**config.mk**
```make
export PLATFORM = sky130hd
export DESIGN_NAME = bnn_accumulator
export DESIGN_NICKNAME = d
export VERILOG_FILES = /design/src/rtl/bnn_accumulator.sv
export SDC_FILE = /design/constraint.sdc
export NUM_CORES = 1
export LEC_CHECK = 0
export BUFFER_PORTS_ARGS = -buffer_cell sky130_fd_sc_hd__buf_2
export CAP_MARGIN = 20
export CORE_ASPECT_RATIO = 0.6
export CORE_MARGIN = 4
export CORE_UTILIZATION = 53
export DETAILED_ROUTE_END_ITERATION = 8
export PLACE_DENSITY = 0.84
export SYNTH_ARGS = -nofsm -noshare
export SYNTH_HDL_FRONTEND = slang
export SYNTH_SLANG_ARGS = --single-unit
```
**constraint.sdc**
```tcl
create_clock -name clk -period 4.5 [get_ports clk]
set_input_delay 0.9 -clock clk [delete_from_list [all_inputs] [get_ports clk]]
set_output_delay 0.9 -clock clk [all_outputs]
set_load 0.05 [all_outputs]
```
**src/rtl/bnn_accumulator.sv**
```systemverilog
// Accumulates signed BNN partial sums per neuron, thresholds each finished neuron
// to one activation bit and packs the bits into words handed out via valid/ready.
module bnn_accumulator #(
  parameter int PACK_W = 32,
  parameter int IDX_W  = 6   // must be wide enough to hold the value PACK_W
) (
  input  logic              clk,
  input  logic              reset,
  input  logic              at_WE,
  input  logic [31:0]       ExtImmE,
  input  logic              in_valid,
  output logic              in_ready,
  input  logic [31:0]       in_partial,
  input  logic              in_last,
  input  logic              flush_E,
  output logic              out_valid,
  input  logic              out_ready,
  output logic [PACK_W-1:0] out_word,
  output logic [IDX_W-1:0]  out_count,
  output logic              busy
);

  typedef enum logic {FILL = 1'b0, HOLD = 1'b1} state_t;

  state_t              state_q, state_d;
  logic signed [31:0]  acc_q, acc_d;
  logic signed [31:0]  thr_q, thr_d;
  logic [PACK_W-1:0]   pack_q, pack_d, pack_upd;
  logic [PACK_W-1:0]   out_word_q, out_word_d;
  logic [IDX_W-1:0]    bit_idx_q, bit_idx_d, idx_upd;
  logic [IDX_W-1:0]    out_count_q, out_count_d;
  logic                flush_pend_q, flush_pend_d;

  logic                accept, close_neuron, act_bit, word_full, flush_now, emit;
  logic signed [32:0]  sum_wide;
  logic signed [31:0]  sum_sat;

  assign accept       = in_valid && (state_q == FILL);
  assign close_neuron = accept && in_last;

  assign sum_wide = {acc_q[31], acc_q} + {in_partial[31], in_partial};

  // Overflow shows up as the two top bits of the 33-bit sum disagreeing.
  always_comb begin
    if (sum_wide[32] != sum_wide[31]) begin
      sum_sat = sum_wide[32] ? 32'sh8000_0000 : 32'sh7FFF_FFFF;
    end else begin
      sum_sat = sum_wide[31:0];
    end
  end

  assign act_bit   = (sum_sat >= thr_q);
  assign idx_upd   = close_neuron ? (bit_idx_q + IDX_W'(1)) : bit_idx_q;
  assign word_full = close_neuron && (bit_idx_q == IDX_W'(PACK_W - 1));
  // A beat in the flush cycle is applied first, so idx_upd already counts it.
  assign flush_now = (state_q == FILL) && (flush_pend_q || flush_E);
  assign emit      = word_full || (flush_now && (idx_upd != '0));

  for (genvar gi = 0; gi < PACK_W; gi++) begin : g_pack
    assign pack_upd[gi] = (close_neuron && (bit_idx_q == IDX_W'(gi))) ? act_bit : pack_q[gi];
  end

  always_ff @(posedge clk or negedge reset) begin
    if (!reset) begin
      state_q <= FILL;
    end else begin
      state_q <= state_d;
    end
  end

  always_comb begin
    state_d = state_q;
    case (state_q)
      FILL:    if (emit)      state_d = HOLD;
      HOLD:    if (out_ready) state_d = FILL;
      default:                state_d = FILL;
    endcase
  end

  always_comb begin
    out_valid = (state_q == HOLD);
    in_ready  = (state_q == FILL);
    out_word  = out_word_q;
    out_count = out_count_q;
    busy      = (acc_q != '0) || (bit_idx_q != '0) || (state_q == HOLD) || flush_pend_q;
  end

  always_comb begin
    acc_d        = acc_q;
    thr_d        = at_WE ? ExtImmE : thr_q;
    pack_d       = pack_upd;
    bit_idx_d    = idx_upd;
    out_word_d   = out_word_q;
    out_count_d  = out_count_q;
    flush_pend_d = flush_pend_q || flush_E;

    if (accept) begin
      acc_d = in_last ? '0 : sum_sat;
    end
    if (emit) begin
      out_word_d  = pack_upd;
      out_count_d = idx_upd;
      pack_d      = '0;
      bit_idx_d   = '0;
    end
    // A full word also consumes a pending flush: nothing is left to emit.
    if (flush_now) begin
      flush_pend_d = 1'b0;
    end
  end

  always_ff @(posedge clk or negedge reset) begin
    if (!reset) begin
      acc_q        <= '0;
      thr_q        <= '0;
      pack_q       <= '0;
      bit_idx_q    <= '0;
      out_word_q   <= '0;
      out_count_q  <= '0;
      flush_pend_q <= 1'b0;
    end else begin
      acc_q        <= acc_d;
      thr_q        <= thr_d;
      pack_q       <= pack_d;
      bit_idx_q    <= bit_idx_d;
      out_word_q   <= out_word_d;
      out_count_q  <= out_count_d;
      flush_pend_q <= flush_pend_d;
    end
  end

endmodule

```
==> qor.log <==
[outcome] run status finished, violations left
[outcome] violated checks setup timing
[worst_setup_path] minimum setup slack among reg-to-reg paths -0.61 ns
[global_routing] global-route usage over all layers 33.72%
[worst_setup_path] Slowest cell on crit path sky130_fd_sc_hd__fa_2
[floorplan] effective utilization at floorplan 54.34%
[clock_tree] clock tree from TritonCTS yes
[placed_design] setup slack after placement -0.9420 ns
[timing] number of failing hold endpoints at the final stage 0
[timing] max-slew violation total from the final report 0
[flow_run] max_cap viols 0
[synthesis] FF+latch count, synth 142
[global_routing] met3 track demand over resource in global routing 8.805%
[routing] final routed DRC violation total 0
[timing] share of the clock period used by the worst path 115.4%
[floorplan] area enclosed by the die boundary 0.01892 mm^2
[floorplan] Vert. Die Dim 108.2 um
[floorplan] Placement Rows 36
[synthesis] synthesized area divided by synthesized cell count 8.730 um^2
[placed_design] detailed-placement wirelength estimate 21.39 mm
[clock_tree] depth of the CTS H-tree 4
[global_routing] first-pass GRT wire length 49.51 mm
[placed_design] area post-placement 0.01082 mm^2
[clock_tree] number of CTS-inserted buffers 17
[routing] number of nets with antenna violations after detailed routing 0
[floorplan] core area 0.01631 mm^2
[routing] Detailed Routing Iterations Pass 1 6
[worst_setup_path] largest fanout on the critical path 16
[power] static leakage 5.885 nW
[synthesis] part of the Yosys area used for sequential elements 40.10%
[floorplan] die width 174.9 um
[timing] number of failing setup endpoints in the final timing report 63
[power] IR drop worst, VDD 0.4848 mV
[synthesis] number of flops mapped to enable cells by yosys 0
[global_routing] antenna violations before repair 0
[worst_setup_path] kind of start point of the critical path input pin
[floorplan] I/O pins 112
[worst_setup_path] logic depth of the worst register-to-register path 23
[finish] antenna diode count 0
[worst_setup_path] Crit Path Category in -> reg
[clock_tree] clock tree buffer depth 2
[synthesis] post-synthesis instance area 0.008861 mm^2
[global_routing] GRT Max-Usage Layer met2
[clock_tree] root buffer selected by CTS sky130_fd_sc_hd__clkbuf_16
[clock_tree] CTS Hold Bufs 0
[synthesis] synthesized net count 1155
[worst_setup_path] Arr. time, crit path 5.53 ns
[worst_setup_path] Required @ worst endpoint 4.83 ns
[synthesis] instance count of the mapped netlist 1015
[worst_setup_path] Cell Chain, Critical Path buf_6 -> ha_4 -> fa_2 -> a211oi_4 -> o21ai_4 -> o21a_1 -> o211ai_1 -> buf_4 -> buf_4 -> a31oi_1 -> or3_1 -> a21oi_1 -> nor2_1 -> ha_1 -> and4_4 -> nand2_4 -> buf_4 -> nor3_1 -> a211oi_2 -> a31oi_2 -> buf_4 -> buf_16 -> mux2i_1 -> a21oi_1
[global_routing] total grt overflow 0
[power] Power Dens Cells 888.7 mW/mm^2
[finish] Syn-to-layout area delta 36.47%
[finish] Nets 1418
[worst_setup_path] critical register-to-register path startpoint acc_q[0]
[synthesis] ys async rst share 100.0%
[synthesis] count of synthesis-stage warnings from yosys 0
[clock_tree] sink count of the clock tree 142
[timing] tightest slew margin relative to the limit 29.81%
[placed_design] Port Buffer Count 111
[global_routing] fraction of met1 tracks used by global routing 47.82%
[finish] final cell area excluding filler cells 0.01209 mm^2
[worst_setup_path] max incr delay on CP 0.37 ns
[synthesis] main flop type after synthesis sky130_fd_sc_hd__dfrtp_1
[routing] Via Count 9424
[routing] vias per cell 6.208
[routing] final wirelength 32.31 mm
[timing] time the worst path needs with I/O delays and setup 5.195 ns
[timing] unrepaired setup endpoints after global routing yes
[worst_setup_path] Worst path most repeated cell sky130_fd_sc_hd__buf_4
[min_path] type of the most critical hold path in -> async
[timing] achievable clock frequency 0.1925 GHz
[worst_setup_path] sort of element at the end of the critical path register
[clock_tree] post-CTS clock slew at the launch and capture registers of the worst setup and hold paths 0.06 ns
[routing] Routed WL per cell 21.28 um
[timing] worst setup margin -0.6952 ns
[worst_setup_path] reg-to-reg endpoint out_word[20]
[timing] worst-case clock skew 0.009331 ns
[placed_design] final weighted congestion in routability-driven placement 0.9554
[global_routing] largest net degree at the start of global routing 81
[global_routing] Global Route met2 Usage 50.61%
[routing] number of DRC violations after detailed-routing iteration 0 1302
[synthesis] number of different library cells in the post-synthesis netlist 70
[clock_tree] clock insertion delay at the later pin of the skew report 0.43 ns
[timing] worst slew pin tran 1.053 ns
[finish] fraction of layout instances using a drive strength above 1 32.95%
[global_routing] number of global-route vias before repair 9162
==> cells in the final DEF (no fill, tap or decap), types with 5 or more instances in the layout <==
cell,synthesis,routed
sky130_fd_sc_hd__a22o_1,7,7
sky130_fd_sc_hd__nand4_1,13,13
sky130_fd_sc_hd__buf_4,0,181
sky130_fd_sc_hd__nor2b_1,9,9
sky130_fd_sc_hd__dfrtp_1,142,142
sky130_fd_sc_hd__a21o_1,17,17
sky130_fd_sc_hd__a21oi_1,86,74
sky130_fd_sc_hd__ha_4,0,5
sky130_fd_sc_hd__xor2_1,13,13
sky130_fd_sc_hd__nor2_2,0,7
sky130_fd_sc_hd__a21oi_2,1,13
sky130_fd_sc_hd__o21ai_0,53,49
sky130_fd_sc_hd__bufinv_16,0,5
sky130_fd_sc_hd__and2_1,7,5
sky130_fd_sc_hd__ha_1,68,63
sky130_fd_sc_hd__buf_2,19,109
sky130_fd_sc_hd__clkbuf_16,0,17
sky130_fd_sc_hd__o21a_1,5,5
sky130_fd_sc_hd__nor4_1,10,10
sky130_fd_sc_hd__mux2i_2,0,8
sky130_fd_sc_hd__o211ai_1,6,6
sky130_fd_sc_hd__and3_1,11,11
sky130_fd_sc_hd__mux2i_4,1,16
sky130_fd_sc_hd__o21ai_1,26,26
sky130_fd_sc_hd__o21ai_2,7,9
sky130_fd_sc_hd__mux2i_1,34,11
sky130_fd_sc_hd__nand2_1,110,109
sky130_fd_sc_hd__nor2_1,121,113
sky130_fd_sc_hd__inv_1,43,43
sky130_fd_sc_hd__xnor2_1,18,18
sky130_fd_sc_hd__nand3_1,31,31
sky130_fd_sc_hd__nand2b_1,5,5
sky130_fd_sc_hd__nor3_1,48,46
==> report_power, final <==
group / total [mW] / internal, mW / leakage (nW) / switching, mW
Combinational: 7.21 / 3.02 / 3.76 / 4.19
Sequential: 1.97 / 1.65 / 1.81 / 0.320
Clock: 1.57 / 1.01 / 0.312 / 0.559
Total: 10.7 / 5.68 / 5.88 / 5.07
==> what timing repair did <==
action / CTS / global route
resized for setup: 63 / 29
setup buffers: 11 / 6
setup endpoints to repair: 63 / 63
gates cloned: 2 / 0
pin swaps: 15 / 6
==> synthesized netlist by cell type (17+ instances only) <==
cell,n,area (um^2)
sky130_fd_sc_hd__nand3_1,31,155.2
sky130_fd_sc_hd__nor3_1,48,240.2
sky130_fd_sc_hd__a21o_1,17,127.6
sky130_fd_sc_hd__nand2_1,110,412.9
sky130_fd_sc_hd__a21oi_1,86,430.4
sky130_fd_sc_hd__buf_2,19,95.09
sky130_fd_sc_hd__nor2_1,121,454.2
sky130_fd_sc_hd__o21ai_0,53,265.3
sky130_fd_sc_hd__clkbuf_1,28,105.1
sky130_fd_sc_hd__inv_1,43,161.4
sky130_fd_sc_hd__ha_1,68,850.8
sky130_fd_sc_hd__dfrtp_1,142,3553
sky130_fd_sc_hd__o21ai_1,26,130.1
sky130_fd_sc_hd__mux2i_1,34,340.3
sky130_fd_sc_hd__xnor2_1,18,157.7
==> sequential cells by signal, summed over array words and instances, names as in the netlist <==
register / count
out_word: 32
bit_idx_q: 6
thr_q: 32
acc_q: 32
out_count: 6
out_valid: 1
flush_pend_q: 1
pack_q: 32
==> stage by stage <==
stage	power (mW)	hold slack [ns]	cells	TNS, ns	utilization [%]
floorplan	5.646	0.4720	1015	-22.54	-
global placement	7.835	0.4793	1468	-44.70	66.34
detailed placement	8.031	0.5128	1468	-55.74	66.34
CTS	10.28	0.5229	1512	-18.86	73.06
global route	11.28	0.5384	1518	-40.83	74.16
finish	10.75	0.5201	1518	-36.38	74.16
==> worst max-delay path by stage <==
| stage | from | end | slack, ns |
|---|---|---|---|
| floorplan | in_partial[0] | out_word[22] | -0.39 |
| global placement | in_partial[0] | out_word[3] | -0.74 |
| detailed placement | in_partial[0] | out_word[29] | -0.94 |
| CTS | in_partial[0] | out_word[11] | -0.35 |
| global route | in_partial[0] | out_word[20] | -0.77 |
| finish | in_partial[0] | out_word[20] | -0.70 |
==> kinds of logic after synthesis <==
family | synth area share, %
and+or+nand+nor | 20.25
xor gates and xnor gates | 3.248
DFF | 40.10
buffers and inverters | 4.886
AOI/OAI and AO/OA | 17.30
muxes | 4.391
adders and majority gates | 9.828
==> per-layer routing <==
metal	routed length, um	share of wire [%]
met5	0	0
met4	1146	3.5
met3	3933	12
met2	13850	43
met1	13380	41
==> layout make-up <==
class,instances,area [um^2]
multi-input combinational,774,5386
fill,1061,4213
sequential,142,3553
timing repair buffer,298,2053
clock buffer,20,456.7
tap,228,285.3
clock inverter,11,188.9
inverter,45,168.9
==> worst max-delay path, delay by kind of cell <==
family          cells  cell delay, ns
fa+ha+maj           3            0.83
compound gates      9            1.65
buf+inv             6            0.89
mux                 1            0.12
simple gates        5            1.13
Note: power is estimated with default switching activity, not from simulation.
